<file path="src/rtl/instr_encoder_loader.sv">
// Packs decoded MIPS R/I/J fields into 32-bit words and writes them in order
// into instruction memory, one word per two cycles, until last or memory full.
module instr_encoder_loader #(
  parameter int unsigned ADDR_W = 10
) (
  input  logic              clk,
  input  logic              reset,
  input  logic              start,
  input  logic              in_valid,
  output logic              in_ready,
  input  logic [1:0]        fmt,
  input  logic [5:0]        op,
  input  logic [4:0]        rs,
  input  logic [4:0]        rt,
  input  logic [4:0]        rd,
  input  logic [4:0]        shamt,
  input  logic [5:0]        funct,
  input  logic [15:0]       immediate,
  input  logic [25:0]       target,
  input  logic              last,
  output logic              im_we,
  output logic [ADDR_W-1:0] im_addr,
  output logic [31:0]       im_wdata,
  output logic [ADDR_W:0]   count,
  output logic              done,
  output logic              err
);

  typedef enum logic [1:0] {ACCEPT, WRITE, FINISHED} state_t;

  localparam logic [ADDR_W-1:0] ADDR_MAX = '1;
  localparam logic [ADDR_W-1:0] ADDR_ONE = ADDR_W'(1);
  localparam logic [ADDR_W:0]   CNT_ONE  = (ADDR_W + 1)'(1);

  state_t      state, state_next;
  logic        armed;
  logic        last_q;
  logic        full;
  logic        take;
  logic [31:0] packed_word;

  always_comb begin
    packed_word = '0;
    case (fmt)
      2'b00:   packed_word = {op, rs, rt, rd, shamt, funct};
      2'b01:   packed_word = {op, rs, rt, immediate};
      2'b10:   packed_word = {op, target};
      default: packed_word = '0;
    endcase
  end

  assign full = (im_addr == ADDR_MAX);

  // armed keeps in_ready low until the first clock edge after reset release
  always_comb begin
    state_next = state;
    in_ready   = 1'b0;
    im_we      = 1'b0;
    done       = 1'b0;
    take       = 1'b0;
    case (state)
      ACCEPT: begin
        in_ready = armed;
        take     = in_valid & armed;
        if (take && fmt != 2'b11) state_next = WRITE;
      end
      WRITE: begin
        im_we      = 1'b1;
        state_next = (last_q || full) ? FINISHED : ACCEPT;
      end
      FINISHED: begin
        done = 1'b1;
        if (start) state_next = ACCEPT;
      end
      default: state_next = ACCEPT;
    endcase
  end

  always_ff @(posedge clk or posedge reset) begin
    if (reset) begin
      state <= ACCEPT;
      armed <= 1'b0;
    end else begin
      state <= state_next;
      armed <= 1'b1;
    end
  end

  always_ff @(posedge clk or posedge reset) begin
    if (reset) begin
      im_addr  <= '0;
      im_wdata <= '0;
      count    <= '0;
      err      <= 1'b0;
      last_q   <= 1'b0;
    end else begin
      case (state)
        ACCEPT: begin
          if (take) begin
            if (fmt == 2'b11) begin
              err <= 1'b1;
            end else begin
              im_wdata <= packed_word;
              last_q   <= last;
            end
          end
        end
        WRITE: begin
          count <= count + CNT_ONE;
          if (!(last_q || full)) im_addr <= im_addr + ADDR_ONE;
        end
        FINISHED: begin
          if (start) begin
            im_addr <= '0;
            count   <= '0;
          end
        end
        default: ;
      endcase
    end
  end

endmodule

</file>
<file path="config.mk">
export PLATFORM = sky130hd
export DESIGN_NAME = instr_encoder_loader
export DESIGN_NICKNAME = d
export VERILOG_FILES = /design/src/rtl/instr_encoder_loader.sv
export SDC_FILE = /design/constraint.sdc
export NUM_CORES = 1
export LEC_CHECK = 0
export CORE_MARGIN = 10
export CORE_UTILIZATION = 42
export DETAILED_ROUTE_END_ITERATION = 10
export MAX_ROUTING_LAYER = met4
export PLACE_DENSITY_LB_ADDON = 0.3
export SLEW_MARGIN = 20
export SYNTH_ARGS = -nofsm -noshare
export SYNTH_HDL_FRONTEND = slang
export SYNTH_SLANG_ARGS = --single-unit
</file>
<file path="constraint.sdc">
create_clock -name clk -period 2.05 [get_ports clk]
set_clock_uncertainty 0.1 [all_clocks]
set_input_delay 0.3075 -clock clk [delete_from_list [all_inputs] [get_ports clk]]
set_output_delay 0.3075 -clock clk [all_outputs]
set_load 0.02 [all_outputs]
</file>
=== After elaboration in Yosys (flattened, before gate mapping) ===
Index checks and enable logic that the tools add are counted.

* Bits in latches: 0
* Logic and storage cells: 45
* Memories kept: 0
* Flip-flop bits (word level): 58
* Bits in read-only memories: 0
* Memory bits (writable): 0

* Divide/modulo/power cells: 0
* Multiply operators: 0
* Order comparisons: 0
* Add/sub/neg operators: 2
* Reductions and logical operators: 10
* Equal/unequal tests: 10
* Multiplexer cells: 14
* Shift-type cells: 0
* Bitwise logic cells: 2

{| class="wikitable"
|+ Operators by type and width
! operator !! number
|-
| $pmux 32 s3 || 1
|-
| $pmux 11 s2 || 1
|-
| $mux 10 || 2
|-
| $pmux 10 s2 || 1
|-
| $add 11x1->11 const B || 1
|-
| $mux 11 || 1
|-
| $add 10x1->10 const B || 1
|-
| $eq 10x10->1 const B || 1
|-
| $reduce_and 3->1 || 3
|-
| $ne 2x2->1 const B || 4
|-
| $eq 2x2->1 const B || 3
|-
| $mux 2 || 3
|-
| $pmux 2 s3 || 1
|-
| $eq 2x1->1 const B || 2
|-
| $logic_not 2->1 || 2
|-
| $mux 1 || 4
|-
| $reduce_and 2->1 || 2
|-
| $reduce_bool 2->1 || 1
|-
| $and 1x1->1 || 1
|-
| $logic_and 1x1->1 || 1
|-
| $logic_or 1x1->1 || 1
|-
| $not 1->1 || 1
|}

=== Longest topological paths before layout ===
* Depth in word-level cells: 4
* Depth in mapped cells: 6
* Depth with buffers taken out: 5

=== Worst setup path after synthesis ===
No wires, ideal clock.

* Path type: register -> register
* Start point: register im_addr[0]
* End point: register im_addr[0]
* Path buffers: 1
* Stages on the path, launching flop included: 6
* Arrival: 1.700 ns
* Path slack: 0.125 ns
* Period minus slack after synthesis: 1.925 ns
* Library setup time: 0.125 ns
* Data required time: 1.825 ns
* Cell sequence: dfrtp_1 -> ha_1 -> nand4_2 -> o31a_4 -> buf_6 -> mux2_2

* Longest elaborated chain between the ends: 4
* Elaborated cells between the ends (all ways): 7

{| class="wikitable"
|+ RTL lines
! item !! line !! text
|-
| start, declared || 22 || <nowiki>output logic [ADDR_W-1:0] im_addr,</nowiki>
|-
| start signal, assigned || 110 || <nowiki>if (!(last_q || full)) im_addr <= im_addr + ADDR_ONE;</nowiki>
|-
| branches (longest 4 deep; another with $add 10x1->10) || n/a ||
|}

Parallel ways; which one is timed is not known. The select of a mux whose other input is x is not followed.
A chain may end at the register's enable or synchronous reset.

=== Worst setup path after layout ===
* Start point: register im_addr[0]
* End point: register im_addr[3]

The elaborated chain is that of the path after synthesis.

==> metrics.cfg <==
[setup_path]
crit_slowest_cell=dfrtp_1
crit_path_max_incr_delay_ps=430
worst_setup_path_end_kind=flop
crit_path_max_fanout=17
critPathArrivalTime_ps=2010
crit_type=reg2reg
cp-start-kind=flop
crit_buf_inv=0
crit_path_cell_trace=ha_1, nand4_2, o31a_4, nor4b_1, a211o_1
cp_data_required_time_ps=2170
critPathTopFamily=compound AO/OA/AOI/OAI gates

[pwr]
combPwrFrac_pct=38.2
p_seq_share_pct=38.3
peakVddDrop_v=0.0003983
sw_frac_of_total_pct=34.54
p_switching_mw=1.452
p_leak_nw=1.988
powerDensity_nw_per_um2=893.2
power_frac_clock_pct=23.4
p_int_mw=2.752

[timing]
min_period_ps=1896
setup_violations=0
max_freq_mhz=527.6
finalHoldViolCount=0
tightest_slew_ps=691.3
final.period_utilization_pct=92.46
max_slew_margin_pct=53.70
grt_setup_unrepaired=false
slew_violations=0
setup_ws_ps=154.5
finalSetupTns_ps=0

[floorplanning]
start_util_pct=43.84
die_width_um=104.7
io_pins=138
dieArea_um2=10960
die_h_um=104.7
coreArea_um2=6869
rows=30

[status]
status=completed

[yosys]
syn_area_um2=3012
ys_types=52
synth-edff-count=0
seq_area_frac_synth_pct=48.19
syn_avg_cell_area_um2=9.778
synth_warnings=0
synthArstFlopShare_pct=100.0
synth_flop_cell=dfrtp_1
synth_common_cells=58 x dfrtp_1, 32 x nand2_1, 28 x a21oi_1
synth_nets=391
syn_inst=308
synth.area.top_cells=dfrtp_1 48%, mux2i_1 6.0%, a21oi_1 4.7%
synth_seq_cells=58
yosys.area.top_type=dfrtp_1
synth_top_area_share_pct=48.19
post-synth-top-count-cell=dfrtp_1

[clocking]
cts.clk_slew.worst_paths_ps=70
h-tree-depth=3
clock_latency_ps=330
cts_hold_buf=0
root_buffer=clkbuf_8
cts_buffer_depth=2
cts_tree=done
cts_buffers=9
clock-sinks=58

[grt]
grt_pass1_vias=3052
grt_max_degree=59
grt-ovfl-total=0
grt_pass1_wl_mm=15.43
grt_usage_pct=17.75
grt_antenna_before_repair=0

[route]
drc=0
finalWirelength_mm=9.542
dr.pass1.iters=4
wl_per_cell_um=17.32
detail-route-antenna-nets=0
via_per_inst=5.220
vias=2876
drtIter0Drc=134

[placement]
dpl.hpwl_mm=7.374
gp_congestion=0.8457
preCtsSetupSlack_ps=-239.8
io_buffers=137

[cells_and_area]
diodes=0
drive_above_1_share_pct=9.670
fin_nets=533
synthToLayoutAreaGrowth_pct=56.29

[min_path]
min_path_type=in2async

[run]
maxCapViolCount=0

kinds of logic (layout without fill, tap and decap cells):
family,count (synthesis),count (layout),synth area share (%)
other cells,1,1,0.1245
simple gates,99,99,17.03
xor+xnor,2,2,0.5817
flops,58,58,48.19
compound gates,96,96,20.44
fa+ha+maj,2,2,0.8308
buf+inv,24,171,3.822
mux,26,26,8.974
state kept, by name (all words and copies together), names as in the netlist:
name,cells
im_wdata,32
count,11
im_addr,10
state,2
armed,1
err,1
last_q,1
layer usage:
metal	vias to the layer above	track usage, %	wire length, µm
li1	1403	-	-
met5	-	-	0
met2	114	27.80	4460
met4	0	5.686	169
met1	1346	20.09	4122
met3	13	7.617	790
worst paths after layout:
check	startpoint	end	slack [ps]	cells past startpoint
worst max-delay path	im_addr[0]$_DFFE_PP0P_	im_addr[3]$_DFFE_PP0P_	150	5
worst min-delay path	reset	im_wdata[29]$_DFFE_PP0P_	250	3
worst max register to register	im_addr[0]$_DFFE_PP0P_	im_addr[3]$_DFFE_PP0P_	150	5
worst min register to register	im_wdata[1]$_DFFE_PP0P_	im_wdata[1]$_DFFE_PP0P_	380	2
max in group asynchronous	reset	im_wdata[10]$_DFFE_PP0P_	1340	3
min in group clk	im_wdata[1]$_DFFE_PP0P_	im_wdata[1]$_DFFE_PP0P_	380	2
layout make-up:
cell class,count,area (µm²)
Multi-Input combinational cell,226,1448
Clock buffer,14,172.7
Clock inverter,2,10.01
Timing Repair Buffer,149,1483
Inverter,6,22.52
Fill cell,580,2162
Sequential cell,58,1451
Tap cell,96,120.1
what timing repair did:
item                       4_1_cts  5_1_grt
resized for setup                3        0
setup buffers                    0        0
setup endpoints to repair        3        2
pin swaps                        0        1
through the flow:
| stage | area [µm²] | util (%) | std cells | total power [mW] | hold WS (ps) |
|---|---|---|---|---|---|
| 3_3_place_gp | 4526 | 65.88 | 535 | 3.213 | 362.0 |
| 5_1_grt | 4707 | 68.52 | 551 | 4.436 | 272.0 |
| 6_report | 4707 | 68.52 | 551 | 4.204 | 249.5 |
| 3_5_place_dp | 4526 | 65.88 | 535 | 3.257 | 375.3 |
| 4_1_cts | 4705 | 68.49 | 551 | 4.237 | 265.1 |
| 2_1_floorplan | 3012 | - | 308 | 2.396 | 318.0 |
layout by cell type (no fill, tap or decap), types with 2 or more instances in the layout:
cell type | synthesis | routed
clkdlybuf4s50_1 | 0 | 134
nand4_1 | 2 | 2
clkinv_2 | 0 | 2
nor3_1 | 5 | 5
clkbuf_1 | 5 | 2
o22ai_2 | 2 | 2
inv_2 | 3 | 4
a31oi_1 | 3 | 3
nor4b_1 | 2 | 2
dlygate4sd2_1 | 0 | 3
mux2i_1 | 18 | 18
o22ai_1 | 12 | 12
inv_1 | 3 | 2
a22o_1 | 7 | 7
dfrtp_1 | 58 | 58
and3_1 | 3 | 3
o21ai_0 | 2 | 2
nor2_1 | 23 | 23
ha_1 | 2 | 2
nand2b_1 | 11 | 11
o31ai_1 | 11 | 11
o21ai_1 | 22 | 22
buf_12 | 0 | 2
nand3_1 | 5 | 5
buf_4 | 0 | 10
mux2_1 | 7 | 7
o211ai_1 | 2 | 2
nand2_1 | 32 | 32
a211o_1 | 2 | 2
a21oi_1 | 28 | 28
clkbuf_8 | 0 | 12
power by group through the flow:
stage	sequential, mW	clock (mW)	combinational [mW]
3_5_place_dp	1.63	0	1.63
6_report	1.61	0.986	1.61
4_1_cts	1.61	0.992	1.63
2_1_floorplan	1.89	0	0.501
3_3_place_gp	1.61	0	1.60
5_1_grt	1.65	1.05	1.74
tightest hold or removal path, delay by kind of cell:
kind / cells / cell delay (ps)
buffers and inverters: 3 / 760
Power figures use the tool's default switching activity.
